File: config.mk
export PLATFORM = sky130hd
export DESIGN_NAME = cdc_handshake_receiver
export DESIGN_NICKNAME = d
export VERILOG_FILES = /design/src/rtl/cdc_handshake_receiver.sv
export SDC_FILE = /design/constraint.sdc
export NUM_CORES = 1
export LEC_CHECK = 0
export CORE_MARGIN = 8
export CORE_UTILIZATION = 51
export CTS_CLUSTER_DIAMETER = 120
export DETAILED_ROUTE_END_ITERATION = 8
export GPL_TIMING_DRIVEN = 1
export HOLD_SLACK_MARGIN = 0.08
export PLACE_DENSITY_LB_ADDON = 0.25
export SKIP_CTS_REPAIR_TIMING = 1
export SLEW_MARGIN = 20
export SYNTH_ARGS = -nofsm -noshare
export SYNTH_HDL_FRONTEND = slang
export SYNTH_HIERARCHICAL = 1
export SYNTH_SLANG_ARGS = --single-unit
File: constraint.sdc
create_clock -name clk -period 5.3 [get_ports clk]
set_clock_uncertainty 0.1 [all_clocks]
set_input_delay 0.795 -clock clk [delete_from_list [all_inputs] [get_ports clk]]
set_output_delay 0.795 -clock clk [all_outputs]
set_load 0.01 [all_outputs]
File: src/rtl/cdc_handshake_receiver.sv
// Destination-side receiver for a toggle req/ack multi-bit CDC transfer.
// Define CDC_HS_RX_FIFO_EN for a 2-entry output FIFO that acks on capture.

module cdc_synchronizer #(
  parameter int DATA_WIDTH   = 1,
  parameter int SYNC_TIMES   = 3,
  parameter int SMOOTH_TIMES = 1
) (
  input  logic                  clk,
  input  logic [DATA_WIDTH-1:0] din,
  output logic [DATA_WIDTH-1:0] dout
);
  localparam int DEPTH = SYNC_TIMES + SMOOTH_TIMES;

  // No reset on purpose: the receiver's INIT state waits for this chain to flush.
  logic [DATA_WIDTH-1:0] chain [DEPTH];

  always_ff @(posedge clk) begin
    chain[0] <= din;
    for (int i = 1; i < DEPTH; i++) chain[i] <= chain[i-1];
  end

  assign dout = chain[DEPTH-1];
endmodule

module cdc_handshake_receiver #(
  parameter int DATA_WIDTH    = 8,
  parameter int SYNC_TIMES    = 3,
  parameter int SETTLE_CYCLES = 2
) (
  input  logic                  clk,
  input  logic                  reset_n,
  input  logic                  req_toggle,
  input  logic [DATA_WIDTH-1:0] data_in,
  output logic                  ack_toggle,
  output logic [DATA_WIDTH-1:0] out_data,
  output logic                  out_valid,
  input  logic                  out_ready,
  output logic                  busy,
  output logic                  proto_err,
  output logic [1:0]            dbg_state
);
  typedef enum logic [1:0] {
    S_INIT   = 2'd0,
    S_IDLE   = 2'd1,
    S_SETTLE = 2'd2,
    S_HOLD   = 2'd3
  } state_t;

  localparam int CNT_MAX = (SYNC_TIMES + 1 > 15) ? SYNC_TIMES + 1 : 15;
  localparam int CNT_W   = $clog2(CNT_MAX + 1);
  localparam logic [CNT_W-1:0] INIT_LAST   = CNT_W'(SYNC_TIMES + 1);
  localparam logic [CNT_W-1:0] SETTLE_LAST = CNT_W'((SETTLE_CYCLES > 0) ? SETTLE_CYCLES - 1 : 0);

  state_t           state, state_nxt;
  logic [CNT_W-1:0] cnt, cnt_nxt;
  logic             req_sync_raw, req_sync, last_req, req_change;
  logic             capture, load_last, accept, can_start, err_set;

  cdc_synchronizer #(
    .DATA_WIDTH  (1),
    .SYNC_TIMES  (SYNC_TIMES),
    .SMOOTH_TIMES(1)
  ) u_req_sync (
    .clk (clk),
    .din (req_toggle),
    .dout(req_sync_raw)
  );

  // Edge-detect register; flushed by INIT after reset, so it carries no reset.
  always_ff @(posedge clk) req_sync <= req_sync_raw;

  assign req_change = (req_sync != last_req);
  // out_valid/out_ready: a word moves at a posedge where both are high;
  // out_data is stable for as long as out_valid is high.
  assign accept     = out_valid & out_ready;

`ifdef CDC_HS_RX_FIFO_EN
  localparam state_t CAP_STATE = S_IDLE;

  logic [DATA_WIDTH-1:0] fifo_mem [2];
  logic                  wr_ptr, rd_ptr;
  logic [1:0]            fifo_cnt;

  assign can_start = (fifo_cnt != 2'd2);
  // A second toggle before the capture edge (which is the ack) cancels the first.
  assign err_set   = (state == S_SETTLE) && !req_change;
  assign out_valid = (fifo_cnt != 2'd0);
  assign out_data  = fifo_mem[rd_ptr];

  always_ff @(posedge clk or negedge reset_n) begin
    if (!reset_n) begin
      fifo_mem[0] <= '0;
      fifo_mem[1] <= '0;
      wr_ptr      <= 1'b0;
      rd_ptr      <= 1'b0;
      fifo_cnt    <= 2'd0;
      ack_toggle  <= 1'b0;
    end else begin
      if (capture) begin
        fifo_mem[wr_ptr] <= data_in;
        wr_ptr           <= ~wr_ptr;
        ack_toggle       <= ~ack_toggle;
      end
      if (accept) rd_ptr <= ~rd_ptr;
      case ({capture, accept})
        2'b10:   fifo_cnt <= fifo_cnt + 2'd1;
        2'b01:   fifo_cnt <= fifo_cnt - 2'd1;
        default: fifo_cnt <= fifo_cnt;
      endcase
    end
  end
`else
  localparam state_t CAP_STATE = S_HOLD;

  assign can_start = 1'b1;
  assign err_set   = (state == S_HOLD) && req_change;

  always_ff @(posedge clk or negedge reset_n) begin
    if (!reset_n) begin
      out_data   <= '0;
      out_valid  <= 1'b0;
      ack_toggle <= 1'b0;
    end else if (capture) begin
      out_data  <= data_in;
      out_valid <= 1'b1;
    end else if (accept) begin
      out_valid  <= 1'b0;
      ack_toggle <= ~ack_toggle;
    end
  end
`endif

  always_comb begin
    state_nxt = state;
    cnt_nxt   = cnt;
    capture   = 1'b0;
    load_last = 1'b0;
    case (state)
      S_INIT: begin
        if (cnt == INIT_LAST) begin
          load_last = 1'b1;
          cnt_nxt   = '0;
          state_nxt = S_IDLE;
        end else begin
          cnt_nxt = cnt + CNT_W'(1);
        end
      end
      S_IDLE: begin
        if (req_change && can_start) begin
          if (SETTLE_CYCLES == 0) begin
            capture   = 1'b1;
            state_nxt = CAP_STATE;
          end else begin
            cnt_nxt   = '0;
            state_nxt = S_SETTLE;
          end
        end
      end
      S_SETTLE: begin
        if (cnt == SETTLE_LAST) begin
          capture   = 1'b1;
          cnt_nxt   = '0;
          state_nxt = CAP_STATE;
        end else begin
          cnt_nxt = cnt + CNT_W'(1);
        end
      end
      S_HOLD: begin
        if (accept) state_nxt = S_IDLE;
      end
      default: state_nxt = S_INIT;
    endcase
  end

  always_ff @(posedge clk or negedge reset_n) begin
    if (!reset_n) begin
      state     <= S_INIT;
      cnt       <= '0;
      last_req  <= 1'b0;
      proto_err <= 1'b0;
    end else begin
      state <= state_nxt;
      cnt   <= cnt_nxt;
      if (load_last || capture) last_req <= req_sync;
      if (err_set) proto_err <= 1'b1;
    end
  end

  assign busy      = (state != S_IDLE) || out_valid;
  assign dbg_state = state;
endmodule
==> Word-level counts from Yosys, hierarchy flattened <==
Memory sizes are Yosys's and may differ from the RTL's. A register that Yosys moved wholly into a read port is not among the register bits.
Cells that the tools add are included.
{ "totals": {"ff_bits": 18, "latchBits": 0, "ram_bits": 4, "rom_bits": 0, "input_bits": 12, "out_inout_bits": 14, "elab_cells": 47, "n_memories": 1} }
{ "mem_list": {"columns": ["name", "words", "width", "read_ports", "rd_clocked_by_memory_dff", "write_ports", "line", "text"], "rows": [
  ["u_req_sync.chain", 4, 1, 4, 1, 4, "16", "logic [DATA_WIDTH-1:0] chain [DEPTH];"]
]} }
{ "op_classes": {"add_sub_neg": 1, "mul": 0, "div_mod_pow": 0, "n_lt_le_gt_ge": 0, "eq_ne": 11, "shifts": 0, "mux": 15, "bitwise": 3, "n_reduce_logical": 9} }
{ "op_table": {"columns": ["cell", "n"], "rows": [
  ["$mux 4", 3],
  ["$pmux 4 s3", 1],
  ["$mux 2", 4],
  ["$ne 2x2->1 const B", 4],
  ["$pmux 2 s4", 1],
  ["$mux 1", 6],
  ["$add 4x1->4 const B", 1],
  ["$eq 2x2->1 const B", 2],
  ["$eq 4x1->1 const B", 1],
  ["$eq 4x3->1 const B", 1],
  ["$reduce_and 2->1", 2],
  ["$reduce_and 4->1", 1],
  ["$reduce_bool 3->1", 1],
  ["$eq 2x1->1 const B", 1],
  ["$logic_not 2->1", 1],
  ["$logic_or 1x1->1", 2],
  ["$ne 2x1->1 const B", 1],
  ["$not 1->1", 2],
  ["$reduce_bool 2->1", 1],
  ["$and 1x1->1", 1],
  ["$logic_and 1x1->1", 1],
  ["$ne 1x1->1", 1]
]} }

==> Longest topological paths before layout <==
Gate-level depths: netlist of run 1.
{ "depth": {"depth_word": 5, "ltp_mapped": 6, "ltp_nobuf": 6} }

==> By module <==
The synthesis of run 1 kept the hierarchy.
{ "by_module_without_submodules": {"columns": ["module", "n_inst", "cells_each", "area_per_inst_um2", "seq_area_each_um2"], "rows": [
  ["cdc_handshake_receiver", 1, 97, 950.9, 470.5],
  ["cdc_synchronizer", 1, 4, 80.1, 80.1]
]} }

==> Worst setup path after synthesis of run 1 <==
Ideal clock, no wire load.
{ "synth_timing": {"path_type": "flip-flop to flip-flop", "startpoint": "register state[0] (netlist: dbg_state[0])", "endpoint": "register cnt[1]", "setup_ns": 0.082, "t_arrival_ns": 1.673, "required_ns": 5.118, "path_slack_ns": 3.445, "stages_incl_launch_ff": 7, "path_buffers": 0, "period_less_slack_ns": 1.855, "cell_sequence": "dfrtp_1 inv_1 ha_1 and2_1 a221o_1 or2_1 o22ai_1"} }
{ "synth_via": {"elab_chain_cells": 3, "word_cells_on_any_way": 7} }
{ "synth_lines": {"columns": ["item", "line", "text"], "rows": [
  ["start: declaration", "55", "state_t state, state_nxt;"],
  ["start signal: assignment", "183", "state <= state_nxt;"],
  ["$eq 2x1->1 (tied with other cells)", "139", "case (state)"],
  ["$ne 2x2->1 (no line) / $reduce_bool 3->1 (equally long branches)", null, null],
  ["$reduce_and 2->1 (no line)", null, null],
  ["end signal: assignment", "184", "cnt <= cnt_nxt;"],
  ["end: declaration", "56", "logic [CNT_W-1:0] cnt, cnt_nxt;"]
]} }
Several ways; a longest one is shown, not always the timed one.
A chain may end at the register's enable or synchronous reset.

==> Final worst setup path of run 1 <==
{ "layout_timing": {"startpoint": "register state[1] (netlist: dbg_state[1])", "endpoint": "output port busy"} }
{ "layout_via": {"elab_chain_cells": 2} }
{ "layout_lines": {"columns": ["item", "line", "text"], "rows": [
  ["$ne 2x1->1", "190", "assign busy = (state != S_IDLE) || out_valid;"],
  ["$logic_or 1x1->1", "190", null],
  ["end: declaration", "39", "output logic busy,"]
]} }
Every way passes these cells.

==> impl_metrics.csv, run 1 <==
group,metric,value,unit
floorplan,dieArea,3720,sq um
global_route,grt_util_met2,21.4,%
synthesis,ys_seq_elements,23,
placed_design,globalplace.congestion,0.860,
finish,layout-drive-gt1-share,7.69,%
routing,drc_errors,0,
timing,finalCritPeriodShare,49.8,%
global_route,grt_pass1_vias,787,
timing,finalSetupTns,0,ns
timing,rsz0062_at_grt,"no",
timing,hold_viol_final,0,
worst_setup_path,endpoint_kind,"primary output",
finish,syn2layout_area_growth,30.2,%
worst_setup_path,critPathArrivalTime,1.74,ns
timing,worstMarginPinSlew,0.799,ns
synthesis,yosysTopAreaCellShare,43.7,%
routing,drtIter0Drc,22,
synthesis,yosysWarnings,6,
global_route,grt.overflow.total,0,
cts,numCtsBuffers,3,
outcome,status,"finished clean",
cts,clock_sink_count,23,
placed_design,io_buffer_count,25,
routing,vias,799,
global_route,grt_use_total,12.7,%
placed_design,hpwlAfterDp,1650,microns
routing,drtAntennaViolNets,0,
timing,fmax,379,MHz
global_route,grt_max_degree,19,
floorplan,die_h,61.0,microns
cts,clk_path_buf_depth,2,
worst_setup_path,path_class,"flip-flop to primary output",
floorplan,core-area,1940,sq um
cts,clock_latency,0.31,ns
routing,vias_per_cell,5.09,
floorplan,io_pins,26,
global_route,grt_busiest_layer,"met2",
routing,wl_per_cell,13.8,microns
synthesis,ys_top_cells_by_area,"dfrtp_1 (44%), nand2_1 (11%), dfxtp_1 (9.7%)",
cts,cts.htree.levels,1,
timing,slew_viol_final,0,
synthesis,synth_top_area_cell,"dfrtp_1",
routing,wl,2170,microns
hold_path,hp-class,"flip-flop to flip-flop",
placed_design,place_ws,3.04,ns
synthesis,synthCells,101,
power,vdd_drop_max,0.368,mV
floorplan,die_x,61.0,microns
synthesis,syn_avg_cell_area,10.2,sq um
cts,path_clk_slew,0.13,ns
finish,nets,151,
run,cap_viol_max_count,0,
routing,drt_first_pass_iters,4,
worst_setup_path,worstPathRequired,4.41,ns
timing,min_period,2.64,ns
global_route,grtUsageMet1,15.3,%
synthesis,synth_nets,121,
global_route,antenna_found_initial,0,
cts,clk_root_buffer_cell,"clkbuf_4",
finish,diodes,0,
global_route,grt_pass1_wl,3560,microns
synthesis,yosysSeqAreaShare,53.4,%
cts,cts_tree,"done",
worst_setup_path,critPathMaxFanout,5,
floorplan,start_util,53.1,%
finish,fin_util,69.1,%
timing,slew_headroom,46.6,%
timing,setup_violations,0,
synthesis,synth.distinct_cells,29,
timing,setup_ws,2.66,ns
global_route,use_met3,3.39,%
power,p_per_area,592,nW/um^2
synthesis,syn_area,1030,sq um
power,power.leakage,0.626,nW
worst_setup_path,startpoint_type,"flip-flop",
floorplan,rows,16,
[flip-flops by register name, summed over array words and instances (netlist names)]
register          count
out_data              8
ack_toggle            1
req_sync              1
last_req              1
dbg_state             2
proto_err             1
out_valid             1
cnt                   4
u_req_sync/chain      4
[kinds of logic (layout without fill, tap and decap cells)]
family	after synthesis	count (layout)	synth area share, %
AOI/OAI and AO/OA	15	15	9.83
adders and majority gates	8	8	9.71
xor gates and xnor gates	2	2	1.70
muxes	3	3	3.52
DFF	23	23	53.4
buffers and inverters	8	37	2.91
and+or+nand+nor	42	42	18.9
[path summary, 6_finish.rpt]
path	startpoint	end	slack, ns	depth (start not counted)
worst min register to register	u_req_sync/chain[2]	u_req_sync/chain[3]	0.24	0
worst min-delay path	u_req_sync/chain[2]	u_req_sync/chain[3]	0.24	0
min in group asynchronous	reset_n	ack_toggle	0.83	1
worst max register to register	dbg_state[0]	cnt[1]	3.26	6
worst max-delay path	dbg_state[1]	busy	2.66	4
max in group asynchronous	reset_n	out_data[6]	3.78	1
[power breakdown]
part           internal (mW)  leakage, nW  switching (mW)
registers              0.240        0.260          0.0548
clock network         0.0282       0.0177          0.0529
logic                  0.215        0.348           0.204
[area by class of cell]
type	count	area [sq um]
repair buffers	25	250
inverters	8	30.0
clock inverters	1	5.00
fillers	167	599
clock buffers	3	22.5
well taps	27	33.8
multi-input cells	70	450
flip-flops and latches	23	551
[critical path, cell delays in order, from the launching register on]
cell and delay (ns):
dfrtp_1 0.45, inv_1 0.11, ha_1 0.26, nand2_1 0.09, clkdlybuf4s50_1 0.53
[synth_stat cells]
cell type	n
o2bb2ai_1	1
ha_1	8
inv_1	8
o22ai_1	1
xor2_1	1
nor4bb_1	1
nor2_1	3
a2111oi_0	1
mux2i_1	1
a22oi_2	1
xnor2_1	1
o21bai_1	1
mux2_4	1
or2_1	1
nand2b_1	1
mux2_2	1
dfxtp_1	5
nor2_4	1
nand3_2	1
o21ai_0	4
dfrtp_1	18
or3b_4	1
a21oi_1	3
o21ai_1	1
nand3_1	2
and2_1	1
a221o_1	1
a21o_1	1
nand2_1	30
[through the flow]
step           total power [mW]  cell area (sq um)  hold slack [ns]  cells
2_1_floorplan             0.542               1030            0.210    101
3_3_place_gp              0.696               1320            0.213    153
3_5_place_dp              0.719               1320            0.212    153
4_1_cts                   0.800               1340            0.242    157
5_1_grt                   0.857               1340            0.248    157
6_report                  0.795               1340            0.242    157
[cells in the final DEF (no fill, tap or decap), types with 2 or more instances in the layout]
cell | Yosys | routed
a21oi_1 | 3 | 3
clkbuf_4 | 0 | 3
clkdlybuf4s50_1 | 0 | 25
dfrtp_1 | 18 | 18
dfxtp_1 | 5 | 5
ha_1 | 8 | 8
inv_1 | 8 | 8
nand2_1 | 30 | 30
nand3_1 | 2 | 2
nor2_1 | 3 | 3
o21ai_0 | 4 | 4
[metal layers]
| metal | part of all wire [%] | vias to the layer above | wire length [microns] |
|---|---|---|---|
| met5 | 0 | - | 0 |
| met4 | 0.69 | 0 | 15 |
| met3 | 8.6 | 2 | 186 |
| met2 | 47 | 35 | 1020 |
| met1 | 44 | 369 | 945 |
| li1 | - | 393 | - |
Note: power is estimated with default switching activity, not from simulation.
==> run 2: changes to the inputs <==
--- a/config.mk
+++ b/config.mk
@@ -6,7 +6,7 @@
 export NUM_CORES = 1
 export LEC_CHECK = 0
 export CORE_MARGIN = 8
-export CORE_UTILIZATION = 51
+export CORE_UTILIZATION = 42
 export CTS_CLUSTER_DIAMETER = 120
 export DETAILED_ROUTE_END_ITERATION = 8
 export GPL_TIMING_DRIVEN = 1
==> constraint.sdc (replaced) <==
create_clock -name clk -period 2.35 [get_ports clk]
set_clock_uncertainty 0.1 [all_clocks]
set_input_delay 0.3525 -clock clk [delete_from_list [all_inputs] [get_ports clk]]
set_output_delay 0.3525 -clock clk [all_outputs]
set_load 0.01 [all_outputs]
==> impl_metrics.csv, run 2 (synthesis results as in run 1) <==
group,metric,value,unit
outcome,status,"finished clean",
power,p_per_area,1300,nW/um^2
timing,finalSetupTns,0,ns
routing,wl,2010,microns
run,cap_viol_max_count,0,
timing,rsz0062_at_grt,"no",
finish,mostFrequentLayoutCells,"nand2_1 (30), clkdlybuf4s50_1 (25), dfrtp_1 (18)",
routing,drt_first_pass_iters,4,
timing,finalCritPeriodShare,93.5,%
floorplan,rows,18,
worst_setup_path,endpoint_kind,"primary output",
timing,hold_ws,0.242,ns
floorplan,die_x,65.5,microns
cts,numCtsBuffers,3,
worst_setup_path,cpPeakStageDelay,0.53,ns
cts,clk_root_buffer_cell,"clkbuf_4",
floorplan,core-area,2410,sq um
timing,worstMarginPinSlew,0.424,ns
timing,slew_viol_final,0,
finish,fill_cells,211,
floorplan,start_util,42.8,%
finish,final_common_cell,"nand2_1",
worst_setup_path,critPathMaxFanout,5,
routing,vias_per_cell,4.80,
finish,nets,152,
cts,clock_sink_count,23,
worst_setup_path,crit_chain,"inv_1 -> ha_1 -> nand2_1 -> clkdlybuf4s50_1",
power,power.leakage,0.631,nW
floorplan,dieArea,4300,sq um
routing,drtIter0Drc,31,
global_route,grt.overflow.total,0,
timing,setup_violations,0,
placed_design,hpwlAfterDp,1530,microns
finish,syn2layout_area_growth,31.3,%
placed_design,globalplace.congestion,0.754,
global_route,grt_pass1_wl,3460,microns
timing,min_period,2.20,ns
worst_setup_path,startpoint_type,"flip-flop",
cts,cts.htree.levels,1,
cts,clock_latency,0.30,ns
floorplan,io_pins,26,
global_route,grt_max_degree,19,
timing,fmax,455,MHz
routing,drc_errors,0,
routing,wl_per_cell,12.5,microns
global_route,antenna_found_initial,0,
cts,cts_tree,"done",
timing,slew_headroom,71.6,%
cts,clk_path_buf_depth,2,
cts,path_clk_slew,0.12,ns
worst_setup_path,slowest_stage,"clkdlybuf4s50_1",
finish,diodes,0,
routing,drtAntennaViolNets,0,
finish,largest_register_ffs,8,
floorplan,die_h,65.5,microns
placed_design,io_buffer_count,25,
finish,layout-drive-gt1-share,8.40,%
worst_setup_path,worstPathRequired,1.90,ns
global_route,grt_use_total,10.2,%
global_route,grt_pass1_vias,758,
power,vdd_drop_max,0.679,mV
timing,hold_viol_final,0,
hold_path,hp-class,"flip-flop to flip-flop",
routing,vias,772,
worst_setup_path,path_class,"flip-flop to primary output",
worst_setup_path,critPathArrivalTime,1.74,ns
finish,max_flop_register,"out_data",
finish,reg_top3,"out_data (8), cnt (4), u_req_sync/chain (4)",
## run 2: cell types whose count changed in the layout (fill, tap and decap cells not counted)
| cell | delta |
|---|---|
| buf_4 | +1 |
## run 2: final timing paths
check	startpoint	to	slack [ns]	cells after the start
min in group asynchronous	reset_n	ack_toggle	0.26	2
worst min-delay path	u_req_sync/chain[0]	u_req_sync/chain[1]	0.24	0
worst max-delay path	dbg_state[1]	busy	0.15	4
worst max register to register	dbg_state[1]	cnt[1]	0.36	6
max in group asynchronous	reset_n	dbg_state[0]	1.70	2
worst min register to register	u_req_sync/chain[0]	u_req_sync/chain[1]	0.24	0
## run 2: final cells by class
cell class | count | area [sq um] | share of cell area (%)
clock buffers | 3 | 22.5 | 1.66
well taps | 30 | 37.5 | 2.77
clock inverters | 1 | 5.00 | 0.370
multi-input cells | 70 | 450 | 33.3
repair buffers | 26 | 258 | 19.0
inverters | 8 | 30.0 | 2.22
flip-flops and latches | 23 | 551 | 40.7
## run 2: per-stage QoR
stage	utilization (%)	total power, mW	setup slack (ns)	std cells	instance area (sq um)
after CTS	56.2	1.79	0.134	161	1350
after global routing	56.2	1.91	0.0414	161	1350
after floorplan	-	1.22	0.495	101	1030
after global placement	55.0	1.58	0.448	157	1330
after detailed placement	55.0	1.60	0.409	157	1330
final	56.2	1.77	0.153	161	1350
## run 2: power by group
part | leakage (nW) | internal (mW) | total [mW] | switching [mW]
combinational | 0.352 | 0.483 | 0.928 | 0.445
sequential | 0.260 | 0.542 | 0.661 | 0.118
clock | 0.0177 | 0.0635 | 0.178 | 0.114
total | 0.631 | 1.09 | 1.77 | 0.677
## run 2: worst max-delay path: cells and delay by family (launching register included)
family / cells / cell delay [ns]
flip-flops: 1 / 0.45
adder cells (fa/ha/maj): 1 / 0.26
AND/OR/NAND/NOR: 1 / 0.09
buffers and inverters: 2 / 0.63
## run 2: per-layer routing
metal / global-route usage [%] / wire, microns
met1: 12.4 / 919
met2: 15.7 / 895
met3: 3.40 / 164
met4: 4.90 / 28
met5: 0 / 0
==> run 3: changes to the inputs <==
--- a/config.mk
+++ b/config.mk
@@ -5,8 +5,9 @@
 export SDC_FILE = /design/constraint.sdc
 export NUM_CORES = 1
 export LEC_CHECK = 0
+export CAP_MARGIN = 25
 export CORE_MARGIN = 8
-export CORE_UTILIZATION = 42
+export CORE_UTILIZATION = 47
 export CTS_CLUSTER_DIAMETER = 120
 export DETAILED_ROUTE_END_ITERATION = 8
 export GPL_TIMING_DRIVEN = 1
==> constraint.sdc (replaced) <==
create_clock -name clk -period 2.25 [get_ports clk]
set_clock_uncertainty 0.1 [all_clocks]
set_input_delay 0.3375 -clock clk [delete_from_list [all_inputs] [get_ports clk]]
set_output_delay 0.3375 -clock clk [all_outputs]
set_load 0.01 [all_outputs]
==> impl_metrics.csv, run 3 (synthesis results as in run 1) <==
group,metric,value,unit
outcome,status,"finished clean",
power,vdd_drop_max,0.753,mV
placed_design,placed_cells,155,
power,seqPwrFrac,37.1,%
finish,max_flop_register,"out_data",
finish,diodes,0,
placed_design,hpwlAfterDp,1650,microns
timing,hold_ws,0.242,ns
finish,final_common_cell,"nand2_1",
floorplan,core-area,2150,sq um
cts,cts.htree.levels,1,
worst_setup_path,critPathMaxFanout,5,
floorplan,dieArea,3950,sq um
finish,nets,152,
finish,reg_top3,"out_data (8), cnt (4), u_req_sync/chain (4)",
global_route,grt_use_total,11.0,%
routing,vias_per_cell,5.03,
floorplan,io_pins,26,
power,p_int,1.14,mW
global_route,antenna_found_initial,0,
timing,finalSetupTns,0,ns
timing,setup_violations,0,
global_route,grt.overflow.total,0,
hold_path,hp-class,"flip-flop to flip-flop",
finish,fin_util,62.9,%
timing,fmax,464,MHz
timing,hold_viol_final,0,
placed_design,io_buffer_count,25,
finish,mostFrequentLayoutCells,"nand2_1 (30), clkdlybuf4s50_1 (25), dfrtp_1 (18)",
routing,wl_per_cell,13.1,microns
placed_design,place_ws,0.285,ns
worst_setup_path,critPathArrivalTime,1.72,ns
cts,cts_tree,"done",
cts,clk_root_buffer_cell,"clkbuf_4",
worst_setup_path,endpoint_kind,"primary output",
cts,numCtsBuffers,3,
power,p_per_area,1380,nW/um^2
cts,clock_sink_count,23,
finish,finalNonFillerCells,159,
worst_setup_path,worstReg2RegStart,"dbg_state[0]",
placed_design,globalplace.congestion,0.796,
finish,syn2layout_area_growth,31.1,%
timing,worstMarginPinSlew,0.410,ns
cts,clock_latency,0.30,ns
worst_setup_path,worstPathRequired,1.81,ns
floorplan,rows,17,
floorplan,die_x,62.8,microns
hold_path,hp-start,"u_req_sync/chain[0]",
power,clkPwrFrac,9.9,%
power,power,1.86,mW
worst_setup_path,startpoint_type,"flip-flop",
power,swShare,38.8,%
cts,path_clk_slew,0.12,ns
floorplan,die_h,62.8,microns
cts,clk_path_buf_depth,2,
worst_setup_path,worstSetupStartpoint,"dbg_state[1]",
placed_design,placed_area,1320,sq um
routing,vias,800,
power,p_switching,0.722,mW
timing,slew_headroom,72.5,%
timing,rsz0062_at_grt,"no",
routing,wl,2090,microns
power,power.leakage,0.631,nW
global_route,grt_pass1_vias,818,
timing,min_period,2.16,ns
finish,fin_area,1350,sq um
floorplan,start_util,48.0,%
finish,layout-drive-gt1-share,8.40,%
routing,drtIter0Drc,33,
worst_setup_path,path_class,"flip-flop to primary output",
power,power_frac_comb,53.0,%
timing,setup_ws,0.0933,ns
routing,drc_errors,0,
timing,slew_viol_final,0,
global_route,grt_pass1_wl,3750,microns
timing,finalCritPeriodShare,95.9,%
global_route,grt_max_degree,19,
finish,largest_register_ffs,8,
routing,drt_first_pass_iters,4,
routing,drtAntennaViolNets,0,
run,cap_viol_max_count,0,
==> run 3: cell counts in the layout (fill, tap and decap cells not counted) <==
Identical to the previous run, type by type.
==> run 3: power by group through the flow <==
stage / Clock, mW / Sequential (mW) / Combinational, mW
floorplan: 0 / 0.735 / 0.543
global placement: 0 / 0.690 / 0.954
finish: 0.184 / 0.690 / 0.985
CTS: 0.189 / 0.691 / 0.996
global route: 0.204 / 0.713 / 1.10
detailed placement: 0 / 0.700 / 0.989
==> run 3: cell type report <==
class	count	area, sq um
clock buffer	3	22.5
tap	28	35.0
multi-input combinational	70	450
timing repair buffer	26	258
fill	176	797
clock inverter	1	5.00
inverter	8	30.0
sequential	23	551
==> run 3: worst paths after layout <==
check	end	slack [ns]	cells past startpoint
max	busy	0.09	4
min	u_req_sync/chain[1]	0.24	0
max reg2reg	cnt[2]	0.25	6
min reg2reg	u_req_sync/chain[1]	0.24	0
max in group asynchronous	out_data[2]	1.59	2
min in group asynchronous	out_data[1]	0.27	2
==> run 3: critical path, stage by stage, from the launching register on <==
cell and delay [ns]:
dfrtp_1 0.43, inv_1 0.11, ha_1 0.26, nand2_1 0.10, clkdlybuf4s50_1 0.53
==> run 3: metal layers <==
layer	vias up	wire length [microns]	global-route usage, %
met4	0	0	1.99
li1	392	-	-
met5	-	0	0
met2	31	1030	18.8
met1	377	896	13.0
met3	0	165	4.12
